==> src/rtl/paddle_move_sequencer.sv <==
// Frame-paced paddle move controller: per frame picks human or AI direction and emits a burst of move pulses.
// Optional macro PADDLE_ACCEL_EN doubles the burst length after a direction is held for ACCEL_FRAMES frames.
module paddle_move_sequencer #(
    parameter int unsigned STEPS_PER_FRAME = 2,
    parameter int unsigned IDLE_FRAMES     = 120,
    parameter int unsigned ACCEL_FRAMES    = 30
) (
    input  logic       clock,
    input  logic       reset,
    input  logic       frame_tick,
    input  logic [3:0] button_n,
    input  logic       ai_valid,
    input  logic [3:0] ai_dir,
    output logic       ai_ready,
    output logic [3:0] move_button,
    output logic       owner,
    output logic       busy,
    output logic       overrun
);

    localparam int unsigned STEP_W = 5;
    localparam int unsigned CNT_W  = 8;
    localparam logic [CNT_W-1:0]  IDLE_MAX   = CNT_W'(IDLE_FRAMES);
    localparam logic [STEP_W-1:0] STEPS_BASE = STEP_W'(STEPS_PER_FRAME);

    typedef enum logic [1:0] {
        ST_IDLE   = 2'd0,
        ST_SAMPLE = 2'd1,
        ST_BURST  = 2'd2
    } state_e;

    state_e            state_q, state_d;
    logic [3:0]        btn_meta_q, btn_s_q;
    logic              gap_q, gap_d;
    logic [STEP_W-1:0] steps_left_q, steps_left_d;
    logic [3:0]        dir_q, dir_d;
    logic [CNT_W-1:0]  idle_cnt_q, idle_cnt_d;
    logic              owner_q, owner_d;
    logic              ai_ready_q, ai_ready_d;
    logic [3:0]        move_button_q, move_button_d;
    logic              busy_q, busy_d;
    logic              overrun_q, overrun_d;
    logic [3:0]        dir_sel;
    logic [STEP_W-1:0] steps_sel;

`ifdef PADDLE_ACCEL_EN
    localparam logic [CNT_W-1:0] ACCEL_MIN = CNT_W'(ACCEL_FRAMES);
    logic [CNT_W-1:0] hold_cnt_q, hold_cnt_d;
`else
    logic unused_accel;
    assign unused_accel = ^CNT_W'(ACCEL_FRAMES);
`endif

    // Idle-frame count after a SAMPLE that sees button vector b.
    function automatic logic [CNT_W-1:0] idle_next(input logic [3:0] b, input logic [CNT_W-1:0] c);
        logic [CNT_W-1:0] r;
        if (b != 4'hF)
            r = '0;
        else if (c >= IDLE_MAX)
            r = IDLE_MAX;
        else
            r = c + CNT_W'(1);
        return r;
    endfunction

    function automatic logic ai_owns(input logic [3:0] b, input logic [CNT_W-1:0] c);
        return (b == 4'hF) && (idle_next(b, c) == IDLE_MAX);
    endfunction

    // Two-flop button synchronizer; released state is all ones.
    always_ff @(posedge clock) begin
        if (reset) begin
            btn_meta_q <= 4'hF;
            btn_s_q    <= 4'hF;
        end else begin
            btn_meta_q <= button_n;
            btn_s_q    <= btn_meta_q;
        end
    end

    always_ff @(posedge clock) begin
        if (reset) begin
            state_q       <= ST_IDLE;
            gap_q         <= 1'b0;
            steps_left_q  <= '0;
            dir_q         <= 4'h0;
            idle_cnt_q    <= '0;
            owner_q       <= 1'b0;
            ai_ready_q    <= 1'b0;
            move_button_q <= 4'hF;
            busy_q        <= 1'b0;
            overrun_q     <= 1'b0;
        end else begin
            state_q       <= state_d;
            gap_q         <= gap_d;
            steps_left_q  <= steps_left_d;
            dir_q         <= dir_d;
            idle_cnt_q    <= idle_cnt_d;
            owner_q       <= owner_d;
            ai_ready_q    <= ai_ready_d;
            move_button_q <= move_button_d;
            busy_q        <= busy_d;
            overrun_q     <= overrun_d;
        end
    end

`ifdef PADDLE_ACCEL_EN
    always_ff @(posedge clock) begin
        if (reset)
            hold_cnt_q <= '0;
        else
            hold_cnt_q <= hold_cnt_d;
    end
`endif

    always_comb begin
        state_d      = state_q;
        gap_d        = gap_q;
        steps_left_d = steps_left_q;
        dir_d        = dir_q;
        idle_cnt_d   = idle_cnt_q;
        owner_d      = owner_q;
        ai_ready_d   = 1'b0;
        overrun_d    = overrun_q;
        dir_sel      = 4'h0;
        steps_sel    = STEPS_BASE;
`ifdef PADDLE_ACCEL_EN
        hold_cnt_d   = hold_cnt_q;
`endif

        if (frame_tick && (state_q != ST_IDLE))
            overrun_d = 1'b1;

        case (state_q)
            ST_IDLE: begin
                // btn_meta_q now is what btn_s_q will be in SAMPLE, so the strobe can be registered.
                if (frame_tick) begin
                    state_d    = ST_SAMPLE;
                    ai_ready_d = ai_owns(btn_meta_q, idle_cnt_q);
                end
            end
            ST_SAMPLE: begin
                idle_cnt_d = idle_next(btn_s_q, idle_cnt_q);
                owner_d    = ai_owns(btn_s_q, idle_cnt_q);
                if (owner_d)
                    dir_sel = ai_valid ? ai_dir : 4'h0;
                else
                    dir_sel = ~btn_s_q;
                if (dir_sel[0] && dir_sel[1])
                    dir_sel[1:0] = 2'b00;
                if (dir_sel[2] && dir_sel[3])
                    dir_sel[3:2] = 2'b00;
`ifdef PADDLE_ACCEL_EN
                if ((dir_sel != 4'h0) && (dir_sel == dir_q))
                    hold_cnt_d = (hold_cnt_q == '1) ? hold_cnt_q : hold_cnt_q + CNT_W'(1);
                else
                    hold_cnt_d = '0;
                if (hold_cnt_d >= ACCEL_MIN)
                    steps_sel = STEP_W'(2 * STEPS_PER_FRAME);
`endif
                dir_d        = dir_sel;
                steps_left_d = steps_sel;
                gap_d        = 1'b0;
                state_d      = ST_BURST;
            end
            ST_BURST: begin
                if (!gap_q) begin
                    gap_d = 1'b1;
                end else if (steps_left_q <= STEP_W'(1)) begin
                    gap_d   = 1'b0;
                    state_d = ST_IDLE;
                end else begin
                    gap_d        = 1'b0;
                    steps_left_d = steps_left_q - STEP_W'(1);
                end
            end
            default: state_d = ST_IDLE;
        endcase

        busy_d        = (state_d != ST_IDLE);
        move_button_d = ((state_d == ST_BURST) && !gap_d) ? ~dir_d : 4'hF;
    end

    assign ai_ready    = ai_ready_q;
    assign move_button = move_button_q;
    assign owner       = owner_q;
    assign busy        = busy_q;
    assign overrun     = overrun_q;

endmodule

==> config.mk <==
export PLATFORM = sky130hd
export DESIGN_NAME = paddle_move_sequencer
export DESIGN_NICKNAME = d
export VERILOG_FILES = /design/src/rtl/paddle_move_sequencer.sv
export SDC_FILE = /design/constraint.sdc
export NUM_CORES = 1
export LEC_CHECK = 0
export BUFFER_PORTS_ARGS = -buffer_cell sky130_fd_sc_hd__buf_2
export CAP_MARGIN = 10
export CORE_MARGIN = 1
export CORE_UTILIZATION = 55
export CTS_BUF_LIST = sky130_fd_sc_hd__clkbuf_8
export CTS_CLUSTER_DIAMETER = 120
export DETAILED_ROUTE_END_ITERATION = 8
export PLACE_DENSITY = 0.76
export SKIP_LAST_GASP = 1
export SLEW_MARGIN = 20
export SYNTH_ARGS = -nofsm -noshare
export SYNTH_HDL_FRONTEND = slang
export SYNTH_SLANG_ARGS = --single-unit
==> constraint.sdc <==
create_clock -name clock -period 6.1 [get_ports clock]
set_clock_uncertainty 0.15 [all_clocks]
set_input_delay 0.915 -clock clock [delete_from_list [all_inputs] [get_ports clock]]
set_output_delay 0.915 -clock clock [all_outputs]
set_load 0.02 [all_outputs]
==> results of run 1 <==
## how the worst max path moves through the flow
stage,from,to,slack (ns)
detailed placement,reset,move_button[2],3.35
finish,reset,move_button[2],3.61
CTS,state_q[0],steps_left_q[3],3.63
global route,reset,move_button[2],3.41
global placement,reset,move_button[0],3.44
floorplan,reset,move_button[0],3.95
## logic make-up after synthesis
| kind of cell | Yosys count |
|---|---|
| AO/OA/AOI/OAI | 58 |
| adder cells (fa/ha/maj) | 8 |
| AND/OR/NAND/NOR | 71 |
| buffers and inverters | 26 |
| flip-flops | 36 |
| XOR/XNOR | 5 |
## final cells by class
class	count	area, um2	area share (%)
clock inverters	3	42.5	2.09
clock buffers	5	68.8	3.37
repair buffers	19	95.1	4.66
multi-input cells	142	997	48.9
flip-flops and latches	36	721	35.3
inverters	16	60.1	2.94
well taps	44	55.1	2.70
## critical path: stages
cell       delay [ns]
buf_2            0.27
nor2_1           0.28
o2111ai_1        0.16
o21ai_0          0.36
nand2_1          0.14
o32a_1           0.39
## power by group through the flow
stage / Combinational (mW) / Sequential (mW) / Clock (mW)
2_1_floorplan: 0.0591 / 0.263 / 0
3_3_place_gp: 0.0762 / 0.261 / 0
3_5_place_dp: 0.0798 / 0.262 / 0
4_1_cts: 0.0808 / 0.257 / 0.213
5_1_grt: 0.0907 / 0.258 / 0.224
6_report: 0.0812 / 0.257 / 0.210
## per-layer routing
metal / share of wire, % / global-route usage [%] / vias up / wire (um)
met4: 1.4 / 9.97 / 0 / 53
met5: 0 / 0 / - / 0
met2: 49 / 39.6 / 33 / 1850
li1: - / - / 768 / -
met1: 44 / 27.8 / 747 / 1670
met3: 4.9 / 8.30 / 5 / 185
## metrics by stage
step	std cells	setup slack, ns
after detailed placement	257	3.35
final	265	3.61
after floorplan	204	3.95
after global routing	265	3.41
after CTS	265	3.63
after global placement	257	3.44
## cell usage in the layout, fill, tap and decap left out, types with 2 or more instances in the layout
master	netlist	layout
xor2_1	3	3
a21oi_1	11	11
xnor2_1	2	2
nor2b_1	4	4
nand2_1	13	13
a31o_1	2	2
o22ai_1	3	3
a31oi_1	3	3
ha_1	8	8
and3_2	2	2
dfxtp_1	36	36
clkbuf_8	0	5
nand4_1	4	4
o2111ai_1	2	2
o21ai_0	6	6
and3_1	3	3
o21a_1	2	2
buf_2	1	19
or2_2	9	9
a311oi_1	2	2
a22o_2	2	2
a32oi_1	2	2
nor3_1	9	9
o211ai_1	2	2
a211oi_1	4	4
o32a_1	2	2
nand2b_1	6	6
o21bai_1	3	3
nor2_1	7	7
nand3_1	4	4
inv_1	16	16
and2_1	5	5
a311oi_2	2	2
a311o_2	2	2
==> Flow_metrics.wiki, run 1 <==
{| class="wikitable"
! Metric !! Value
|-
| Result of the run || complete, no violations
|-
| WHS || between 0.3 and 0.4 ns
|-
| Setup Crit Path Kind || primary input to register
|-
| Async set-or-reset flop fraction in the synthesized netlist || 0%
|-
| Crit path arrival time || 2.53 ns
|-
| Simple-Gate Fraction of Synth Area || 21.3%
|-
| Worst min-delay path startpoint || btn_meta_q[1]
|-
| Dominant cells by area after synthesis || dfxtp_1 (40%), ha_1 (5.5%), inv_1 (3.3%)
|-
| TritonCTS sink count || 36
|-
| PostCTS Resize Cnt || 0
|-
| Die width || 59.6 um
|-
| Filler Cell Count || approximately 270
|-
| Slew Limit Headroom || 39.7%
|-
| CTS tree || done
|-
| Final Power || ~0.55 mW
|-
| Buffers inserted by post-CTS timing repair || 0
|-
| Dominant combinational cell family by area after synthesis || compound AO/OA/AOI/OAI gates
|-
| Tot GR Track Use || 23.8%
|-
| Max capacitance violation total || 0
|-
| Core Region || 0.00310 mm2
|-
| Wire length reported by the detailed router || 3760 um
|-
| Routed via count || 1553
|-
| Pre-Repair DR Iteration Count || 4
|-
| Clock transition at path regs || 0.07 ns
|-
| Number of antenna violations at the first check in global routing || 0
|-
| Sequential area share after synthesis || about two fifths
|-
| Number of clock buffers inserted by TritonCTS || 5
|-
| Parity-gate share of the synthesized area counting xor and xnor cells || 2.40%
|-
| Setup crit start kind || primary input
|-
| Count of endpoints failing hold in the final timing report || 0
|-
| Most common library cells after synthesis || dfxtp_1 (36), inv_1 (16), nand2_1 (13)
|-
| IO Port Bufs || 19
|-
| Register-to-register path setup slack || 3.62 ns
|-
| Detailed placer's ending HPWL || 2600 um
|-
| Path depth of the worst reg2reg path || 5
|-
| Vias per cell || 5.86
|-
| Post-Synthesis Net Count || 224
|-
| Std cell rows || 20
|-
| Initial cell density of the core || between 50% and 60%
|-
| Highest attainable clock frequency || 402 MHz
|-
| Synthesized area || between 0.0015 and 0.002 mm2
|-
| Class of the worst hold path || register to register
|-
| Number of warning messages in the yosys log || 0
|-
| Maximum number of pins on one net before global-route repair || 33
|-
| Vias in the first global route || 1438
|-
| Number of H-tree levels || 2
|-
| Antenna diode instance count || 0
|-
| Flop pwr share || between 40% and 50%
|-
| Power per Cell Area || 269 mW/mm2
|-
| Chip Height || 59.6 um
|-
| Overall overflow remaining after global route || 0
|-
| Die Area || 0.00355 mm2
|-
| Library cells used by synthesis || 49
|-
| Number of max-slew violations in the final report || 0
|-
| Post-place instance area || 0.00193 mm2
|-
| Leakage Power || 0.788 nW
|-
| Internal portion of total power || 0.399 mW
|-
| Number of instances in the synthesized netlist || just over 200
|-
| Finished Cell Area || 0.00204 mm2
|-
| Arithmetic-cell share of the synthesized area counting full adders, half adders and majority gates || ~5.5%
|-
| Global placement routability congestion || 0.883
|-
| Worst Hold Path EP || btn_s_q[1]
|-
| Detail Route Antenna Nets || 0
|-
| Initial detailed-routing violation count || 70
|-
| Time the final worst path needs with I/O delays and setup || 2.49 ns
|-
| Data required time at the worst endpoint || 6.14 ns
|-
| Register bit total from synthesis || 36
|-
| FF-to-FF Start || state_q[0]
|-
| Final critical-path share of the clock period || ~41%
|-
| Clock latency on the worst-skew pair || 0.30 ns
|-
| Transition time at the pin with the least slew margin || 0.905 ns
|-
| Post-synth EDFFs || 0
|-
| Mux share of post-synthesis cell area || 0%
|-
| Signed area change from the synthesized netlist to the final layout || 11.8%
|-
| Power spent charging and discharging nets || 0.149 mW
|-
| Crit. End Element || register
|-
| Fraction of power consumed by combinational cells || roughly 15%
|-
| Count of cells along the worst hold path || 1
|-
| Total negative setup slack || 0 ns
|-
| Top-level port count || 20
|-
| Post-CTS Hold Buffers || 0
|-
| Worst ir drop on vdd || 0.171 mV
|-
| Most frequently used cell type in the post-synthesis netlist || dfxtp_1
|-
| Compound-gate portion of the synthesized area || between 20% and 30%
|-
| Share of cells above drive strength 1 || 22.2%
|-
| Setup violators final || 0
|-
| Number of nets in the layout || 240
|-
| Core utilization of the finished layout || 65.7%
|-
| Fraction of power spent switching nets || 27.2%
|-
| First-pass GRT wire length || 6200 um
|-
| Max Fanout on Critical Path || 32
|-
| Clock Tree Buf Depth || 2
|-
| Cell at the root of the clock tree || clkbuf_8
|-
| Area share of the leading cell type in the synthesized netlist || 39.5%
|-
| Worst R2R End || steps_left_q[3]
|-
| Clock network fraction of design power || between 30% and 40%
|-
| Post-synth top area cell || dfxtp_1
|-
| Average size of a mapped cell || 8.94 um2
|-
| WL per Instance || 14.2 um
|-
| Commonest register cell after synthesis || dfxtp_1
|-
| Residual DRC || 0
|-
| Setup repair after global routing missed its margin || false
|}
(Power assumes the default switching activity.)
==> run 2: changes to the inputs <==
- ABC_AREA: default -> 1
- PLACE_DENSITY: 0.76 -> 0.75
- clock period: 6.1 -> 2.4 ns (I/O delays scaled with it)
==> Flow_metrics.wiki, run 2 <==
{| class="wikitable"
! Metric !! Value
|-
| Result of the run || complete, no violations (unchanged)
|-
| Number of warning messages in the yosys log || 0 (unchanged)
|-
| Clock latency on the worst-skew pair || 0.29 ns (was 0.30 ns)
|-
| Count of endpoints failing hold in the final timing report || 0 (unchanged)
|-
| Met3 wire length || 88 um (was 185 um)
|-
| Die width || 59.8 um (was 59.6 um)
|-
| Finished Cell Area || 0.00207 mm2 (was 0.00204 mm2)
|-
| Sequential area share after synthesis || 39.2% (was 39.5%)
|-
| Total met2 wirelength after detailed routing || 1650 um (was 1850 um)
|-
| Initial cell density of the core || 59.2% (was 58.8%)
|-
| Number of instances in the synthesized netlist || 236 (was 204)
|-
| Vias per cell || 5.12 (was 5.86)
|-
| PostCTS Resize Cnt || 0 (unchanged)
|-
| Cell repeated most along the worst path || nand2_1
|-
| Setup repair after global routing missed its margin || false (unchanged)
|-
| Global placement routability congestion || 0.837 (was 0.883)
|-
| Total negative setup slack || 0 ns (unchanged)
|-
| Most common library cells after synthesis || nand2_1 (53), dfxtp_1 (36), inv_1 (25) (was dfxtp_1 (36), inv_1 (16), nand2_1 (13))
|-
| Number of H-tree levels || 2 (unchanged)
|-
| Post-synth EDFFs || 0 (unchanged)
|-
| Overall overflow remaining after global route || 0 (unchanged)
|-
| Area taken by multi-input logic gates || 992 um2 (was 997 um2)
|-
| WHS || 0.0956 ns (was 0.302 ns)
|-
| Std cell rows || 20 (unchanged)
|-
| Buffers and inverters on the worst path || 2 (was 1)
|-
| Vias in the first global route || 1458 (was 1438)
|-
| Post-synth top area cell || dfxtp_1 (unchanged)
|-
| Max stage delay on crit path || 0.34 ns (was 0.39 ns)
|-
| Routed met1 length || 1710 um (was 1670 um)
|-
| Worst setup slack after placement || 0.392 ns (was 3.35 ns)
|-
| Signed area change from the synthesized netlist to the final layout || 12.8% (was 11.8%)
|-
| Pre-Repair DR Iteration Count || 4 (unchanged)
|-
| Tot GR Track Use || 23.4% (was 23.8%)
|-
| Chip Height || 59.8 um (was 59.6 um)
|-
| Top-level port count || 20 (unchanged)
|-
| Max Fanout on Critical Path || 4 (was 32)
|-
| Wire length reported by the detailed router || 3500 um (was 3760 um)
|-
| Dominant cells by area after synthesis || dfxtp_1 (39%), nand2_1 (11%), ha_1 (5.4%) (was dfxtp_1 (40%), ha_1 (5.5%), inv_1 (3.3%))
|-
| Leakage Power || 0.984 nW (was 0.788 nW)
|-
| Top library cells by usage in the layout, fill and taps aside || nand2_1 (53), dfxtp_1 (36), inv_1 (25) (was dfxtp_1 (36), buf_2 (19), inv_1 (16))
|-
| Cell at the root of the clock tree || clkbuf_8 (unchanged)
|-
| Most common cell after layout, fill and taps aside || nand2_1 (was dfxtp_1)
|-
| Residual DRC || 0 (unchanged)
|-
| Detail Route Antenna Nets || 0 (unchanged)
|-
| CTS tree || done (unchanged)
|-
| Final critical-path share of the clock period || 83.5%
|-
| Initial detailed-routing violation count || 33 (was 70)
|-
| Filler Cell Count || 287 (was 271)
|-
| Routed via count || 1561 (was 1553)
|-
| Crit. End Element || register (unchanged)
|-
| Max capacitance violation total || 0 (unchanged)
|-
| Time the final worst path needs with I/O delays and setup || 2.00 ns
|-
| Area share of the leading cell type in the synthesized netlist || 39.2% (was 39.5%)
|-
| Async set-or-reset flop fraction in the synthesized netlist || 0% (unchanged)
|-
| Commonest register cell after synthesis || dfxtp_1 (unchanged)
|-
| First-pass GRT wire length || 6230 um (was 6200 um)
|-
| Register bit total from synthesis || 36 (unchanged)
|-
| Detailed placer's ending HPWL || 2590 um (was 2600 um)
|-
| Register area || 721 um2 (unchanged)
|-
| Buffers inserted by post-CTS timing repair || 0 (unchanged)
|-
| Synthesized area || 0.00184 mm2 (was 0.00182 mm2)
|-
| Number of antenna violations at the first check in global routing || 0 (unchanged)
|-
| Most frequently used cell type in the post-synthesis netlist || nand2_1 (was dfxtp_1)
|-
| Setup Crit Path Kind || register to register (was primary input to register)
|-
| Share of cells above drive strength 1 || 25.7% (was 22.2%)
|-
| Core Region || 0.00310 mm2 (unchanged)
|-
| Clock Tree Buf Depth || 2 (unchanged)
|-
| Number of max-slew violations in the final report || 0 (unchanged)
|-
| Worst ir drop on vdd || 0.554 mV (was 0.171 mV)
|-
| Setup crit start kind || register (was primary input)
|-
| Slew Limit Headroom || 65.3% (was 39.7%)
|-
| Average size of a mapped cell || 7.78 um2 (was 8.94 um2)
|-
| Least setup slack across all paths after layout || 0.396 ns (was 3.61 ns)
|-
| Clock transition at path regs || 0.08 ns (was 0.07 ns)
|-
| Post-Synthesis Net Count || 256 (was 224)
|-
| Library cells used by synthesis || 27 (was 49)
|-
| Number of nets in the layout || 280 (was 240)
|-
| Setup violators final || 0 (unchanged)
|-
| WL per Instance || 11.5 um (was 14.2 um)
|-
| CP max-delay cell || dfxtp_1 (was o32a_1)
|-
| Maximum number of pins on one net before global-route repair || 24 (was 33)
|-
| Data required time at the worst endpoint || 2.43 ns (was 6.14 ns)
|-
| Die Area || 0.00357 mm2 (was 0.00355 mm2)
|-
| Post-place instance area || 0.00198 mm2 (was 0.00193 mm2)
|-
| Class of the worst hold path || primary input to register (was register to register)
|-
| Top Metal Used || met4 (unchanged)
|-
| IO Port Bufs || 19 (unchanged)
|-
| Post-layout instance count excluding filler cells || 305 (was 265)
|-
| Crit path arrival time || 2.04 ns (was 2.53 ns)
|-
| Final Power || 1.46 mW (was 0.548 mW)
|-
| Series of cell instances along the critical path || inv_1 > ha_1 > inv_1 > or2_2 > nand2_1 > o21ai_0 > nand2_1 > nand3_1 > nor2_1 > nand2_1 (was buf_2 > nor2_1 > o2111ai_1 > o21ai_0 > nand2_1 > o32a_1)
|-
| Power per Cell Area || 707 mW/mm2 (was 269 mW/mm2)
|-
| Transition time at the pin with the least slew margin || 0.521 ns (was 0.905 ns)
|-
| TritonCTS sink count || 36 (unchanged)
|-
| Cell total after placement || 297 (was 257)
|-
| Crit path max-delay family || simple AND/OR/NAND/NOR gates (was compound AO/OA/AOI/OAI gates)
|-
| Number of clock buffers inserted by TritonCTS || 5 (unchanged)
|-
| Core utilization of the finished layout || 66.8% (was 65.7%)
|-
| Antenna diode instance count || 0 (unchanged)
|-
| Highest attainable clock frequency || around 500 MHz
|-
| Post-CTS Hold Buffers || 0 (unchanged)
|}
[run 2: changes by cell type after synthesis, moves of 5 or more]
cell / before / now
inv_1: 16 / 25
nand2b_1: 6 / 0
nor2_1: 7 / 13
and2_1: 5 / 0
nand2_1: 13 / 53
clkbuf_1: 7 / 2
nor3_1: 9 / 3
nand3_2: 0 / 10
nand3_1: 4 / 17
[run 2: kinds of logic after synthesis]
| family | share of synthesized area, % |
|---|---|
| simple gates | 35.5 |
| compound gates | 12.6 |
| flops | 39.2 |
| buf+inv | 6.74 |
| fa+ha+maj | 5.45 |
| xor+xnor | 0.477 |
[run 2: power breakdown]
group          total [mW]  internal (mW)  switching (mW)  leakage [nW]
registers           0.703          0.654          0.0488         0.295
clock network       0.437          0.205           0.232        0.0404
logic               0.325          0.121           0.203         0.649
[run 2: cell type report]
cell class / count / share of cell area [%]
Tap cell: 44 / 2.66
Timing Repair Buffer: 21 / 5.31
Inverter: 27 / 4.89
Clock inverter: 3 / 1.15
Clock buffer: 5 / 3.32
Multi-Input combinational cell: 169 / 47.9
Sequential cell: 36 / 34.8
[run 2: layer usage]
metal  track usage (%)  vias to the layer above
met1              28.8                      718
met3              5.41                        6
li1                  -                      815
met4              11.0                        0
met2              38.4                       22
met5                 0                        -
[run 2: path summary, 6_finish.rpt]
check,start,endpoint,depth (start not counted),slack [ns]
hold reg to reg,btn_meta_q[2],btn_s_q[2],1,0.30
setup reg to reg,state_q[0],move_button[1],10,0.40
setup / recovery,state_q[0],move_button[1],10,0.40
hold / removal,button_n[0],btn_meta_q[0],2,0.1
==> run 3: changes to the inputs <==
- ABC_AREA: 1 -> 0
- PLACE_DENSITY: 0.75 -> 0.76
- clock period: 2.4 -> 2 ns (I/O delays scaled with it)
==> Flow_metrics.wiki, run 3 (synthesized netlist as in run 1, its figures left out) <==
{| class="wikitable"
! Metric !! Value
|-
| Result of the run || finished, violations left (was complete, no violations)
|-
| Violations in the final reports || setup timing
|-
| Final critical-path share of the clock period || 104% (was 83.5%)
|-
| Number of H-tree levels || 2 (unchanged)
|-
| Setup crit start || idle_cnt_q[1] (was state_q[0])
|-
| Number of nets in the layout || 264 (was 280)
|-
| Transition time at the pin with the least slew margin || 0.418 ns (was 0.521 ns)
|-
| Series of cell instances along the critical path || ha_4 > xnor2_1 > a311oi_2 > a21oi_4 > buf_4 > a311oi_1 > a22o_2 (was inv_1 > ha_1 > inv_1 > or2_2 > nand2_1 > o21ai_0 > nand2_1 > nand3_1 > nor2_1 > nand2_1)
|-
| Vias in the first global route || 1548 (was 1458)
|-
| Signed area change from the synthesized netlist to the final layout || 28.2% (was 12.8%)
|-
| IO Port Bufs || 19 (unchanged)
|-
| Max stage delay on crit path || 0.37 ns (was 0.34 ns)
|-
| Power per Cell Area || 749 mW/mm2 (was 707 mW/mm2)
|-
| Initial cell density of the core || 58.8% (was 59.2%)
|-
| Top-level port count || 20 (unchanged)
|-
| Final Power || 1.75 mW (was 1.46 mW)
|-
| Crit path arrival time || 2.18 ns (was 2.04 ns)
|-
| Maximum number of pins on one net before global-route repair || 32 (was 24)
|-
| Most common cell after layout, fill and taps aside || dfxtp_1 (was nand2_1)
|-
| Post-CTS Hold Buffers || 0 (unchanged)
|-
| Core utilization of the finished layout || 75.4% (was 66.8%)
|-
| Die Area || 0.00355 mm2 (was 0.00357 mm2)
|-
| Time the final worst path needs with I/O delays and setup || 2.09 ns (was 2.00 ns)
|-
| Wire length reported by the detailed router || 4450 um (was 3500 um)
|-
| Vias per cell || 5.82 (was 5.12)
|-
| Slew Limit Headroom || 71.9% (was 65.3%)
|-
| Detailed placer's ending HPWL || 2910 um (was 2590 um)
|-
| Highest attainable clock frequency || 480 MHz (was 499 MHz)
|-
| Detail Route Antenna Nets || 0 (unchanged)
|-
| Worst setup slack after placement || -0.124 ns (was 0.392 ns)
|-
| Setup Crit Path Kind || register to register (unchanged)
|-
| Top library cells by usage in the layout, fill and taps aside || dfxtp_1 (31), buf_4 (23), buf_2 (19) (was nand2_1 (53), dfxtp_1 (36), inv_1 (25))
|-
| Max capacitance violation total || 0 (unchanged)
|-
| WL per Instance || 15.4 um (was 11.5 um)
|-
| Max Fanout on Critical Path || 8 (was 4)
|-
| Finished Cell Area || 0.00234 mm2 (was 0.00207 mm2)
|-
| Setup repair after global routing missed its margin || true (was false)
|-
| Global placement routability congestion || 0.907 (was 0.837)
|-
| Pre-Repair DR Iteration Count || 5 (was 4)
|-
| Crit. End Element || register (unchanged)
|-
| Overall overflow remaining after global route || 0 (unchanged)
|-
| Leakage Power || 0.931 nW (was 0.984 nW)
|-
| Routed via count || 1681 (was 1561)
|-
| Residual DRC || 0 (unchanged)
|-
| Clock Tree Buf Depth || 2 (unchanged)
|-
| WHS || 0.0330 ns (was 0.0956 ns)
|-
| Core Region || 0.00310 mm2 (unchanged)
|-
| Setup violators final || 3 (was 0)
|-
| Data required time at the worst endpoint || 2.10 ns (was 2.43 ns)
|-
| CTS tree || done (unchanged)
|-
| Tot GR Track Use || 24.7% (was 23.4%)
|-
| Class of the worst hold path || primary input to register (unchanged)
|-
| Clock latency on the worst-skew pair || 0.30 ns (was 0.29 ns)
|-
| Total negative setup slack || -0.164 ns (was 0 ns)
|-
| Chip Height || 59.6 um (was 59.8 um)
|-
| Number of antenna violations at the first check in global routing || 0 (unchanged)
|-
| Number of clock buffers inserted by TritonCTS || 5 (unchanged)
|-
| First-pass GRT wire length || 6570 um (was 6230 um)
|-
| Worst min-delay path startpoint || button_n[0] (unchanged)
|-
| Post-layout instance count excluding filler cells || 289 (was 305)
|-
| Filler Cell Count || 235 (was 287)
|-
| FF-to-FF Start || idle_cnt_q[1] (was state_q[0])
|-
| Least setup slack across all paths after layout || -0.0853 ns (was 0.396 ns)
|-
| Die width || 59.6 um (was 59.8 um)
|-
| Clock transition at path regs || 0.08 ns (about the same)
|-
| TritonCTS sink count || 36 (unchanged)
|-
| Cell total after placement || 276 (was 297)
|-
| Initial detailed-routing violation count || 102 (was 33)
|-
| Antenna diode instance count || 0 (unchanged)
|-
| Post-place instance area || 0.00209 mm2 (was 0.00198 mm2)
|-
| CP max-delay cell || dfxtp_4 (was dfxtp_1)
|-
| Std cell rows || 20 (unchanged)
|-
| Setup crit start kind || register (unchanged)
|-
| Worst ir drop on vdd || 0.528 mV (was 0.554 mV)
|-
| Cell at the root of the clock tree || clkbuf_8 (unchanged)
|-
| Count of endpoints failing hold in the final timing report || 0 (unchanged)
|-
| Number of max-slew violations in the final report || 0 (unchanged)
|-
| Share of cells above drive strength 1 || 37.1% (was 25.7%)
|}
==> run 3: cell count changes in the layout (fill, tap and decap cells not counted), sizes merged, moves of 5 or more <==
cell | previous run | this run
nor3 | 3 | 9
o21ai | 13 | 6
nor2 | 21 | 7
nand2b | 0 | 6
inv | 26 | 16
nand2 | 58 | 14
buf | 21 | 43
nand3 | 27 | 4
and2 | 0 | 5
and3 | 0 | 6
==> run 3: power by group <==
group,internal (mW),switching [mW]
sequential,0.753,0.0283
combinational,0.141,0.180
clock,0.369,0.280
total,1.26,0.488
==> run 3: final cells by class <==
class | instances | area, um2 | area share, %
multi-input cells | 142 | 1100 | 47.0
flip-flops and latches | 36 | 732 | 31.3
repair buffers | 43 | 279 | 11.9
clock buffers | 5 | 68.8 | 2.94
inverters | 16 | 62.6 | 2.68
well taps | 44 | 55.1 | 2.35
clock inverters | 3 | 42.5 | 1.82
==> run 3: final timing paths <==
| check | end | slack (ns) | depth (start not counted) |
|---|---|---|---|
| max | register | -0.09 | 7 |
| min | btn_meta_q[0] | 0.03 | 2 |
| max reg2reg | register | -0.09 | 7 |
| min reg2reg | btn_s_q[0] | 0.30 | 1 |
==> run 3: timing repair <==
action                     4_1_cts  5_1_grt
gates resized for setup          2       20
setup endpoints to repair        5       11
buffers inserted                 0        5
pin swaps                        1       11
==> run 3: worst max-delay path, delay by kind of cell, from the launching register on <==
kind / cells / cell delay (ns)
buffers and inverters: 1 / 0.17
adders and majority gates: 1 / 0.18
AOI/OAI and AO/OA: 4 / 1.02
DFF: 1 / 0.37
xor gates and xnor gates: 1 / 0.13
==> run 3: metal layers <==
metal | global-route usage [%] | up-vias | share of wire, %
li1 | - | 815 | -
met1 | 30.0 | 799 | 42
met2 | 40.6 | 53 | 51
met3 | 7.21 | 14 | 4.4
met4 | 10.3 | 0 | 2.7
met5 | 0 | - | 0
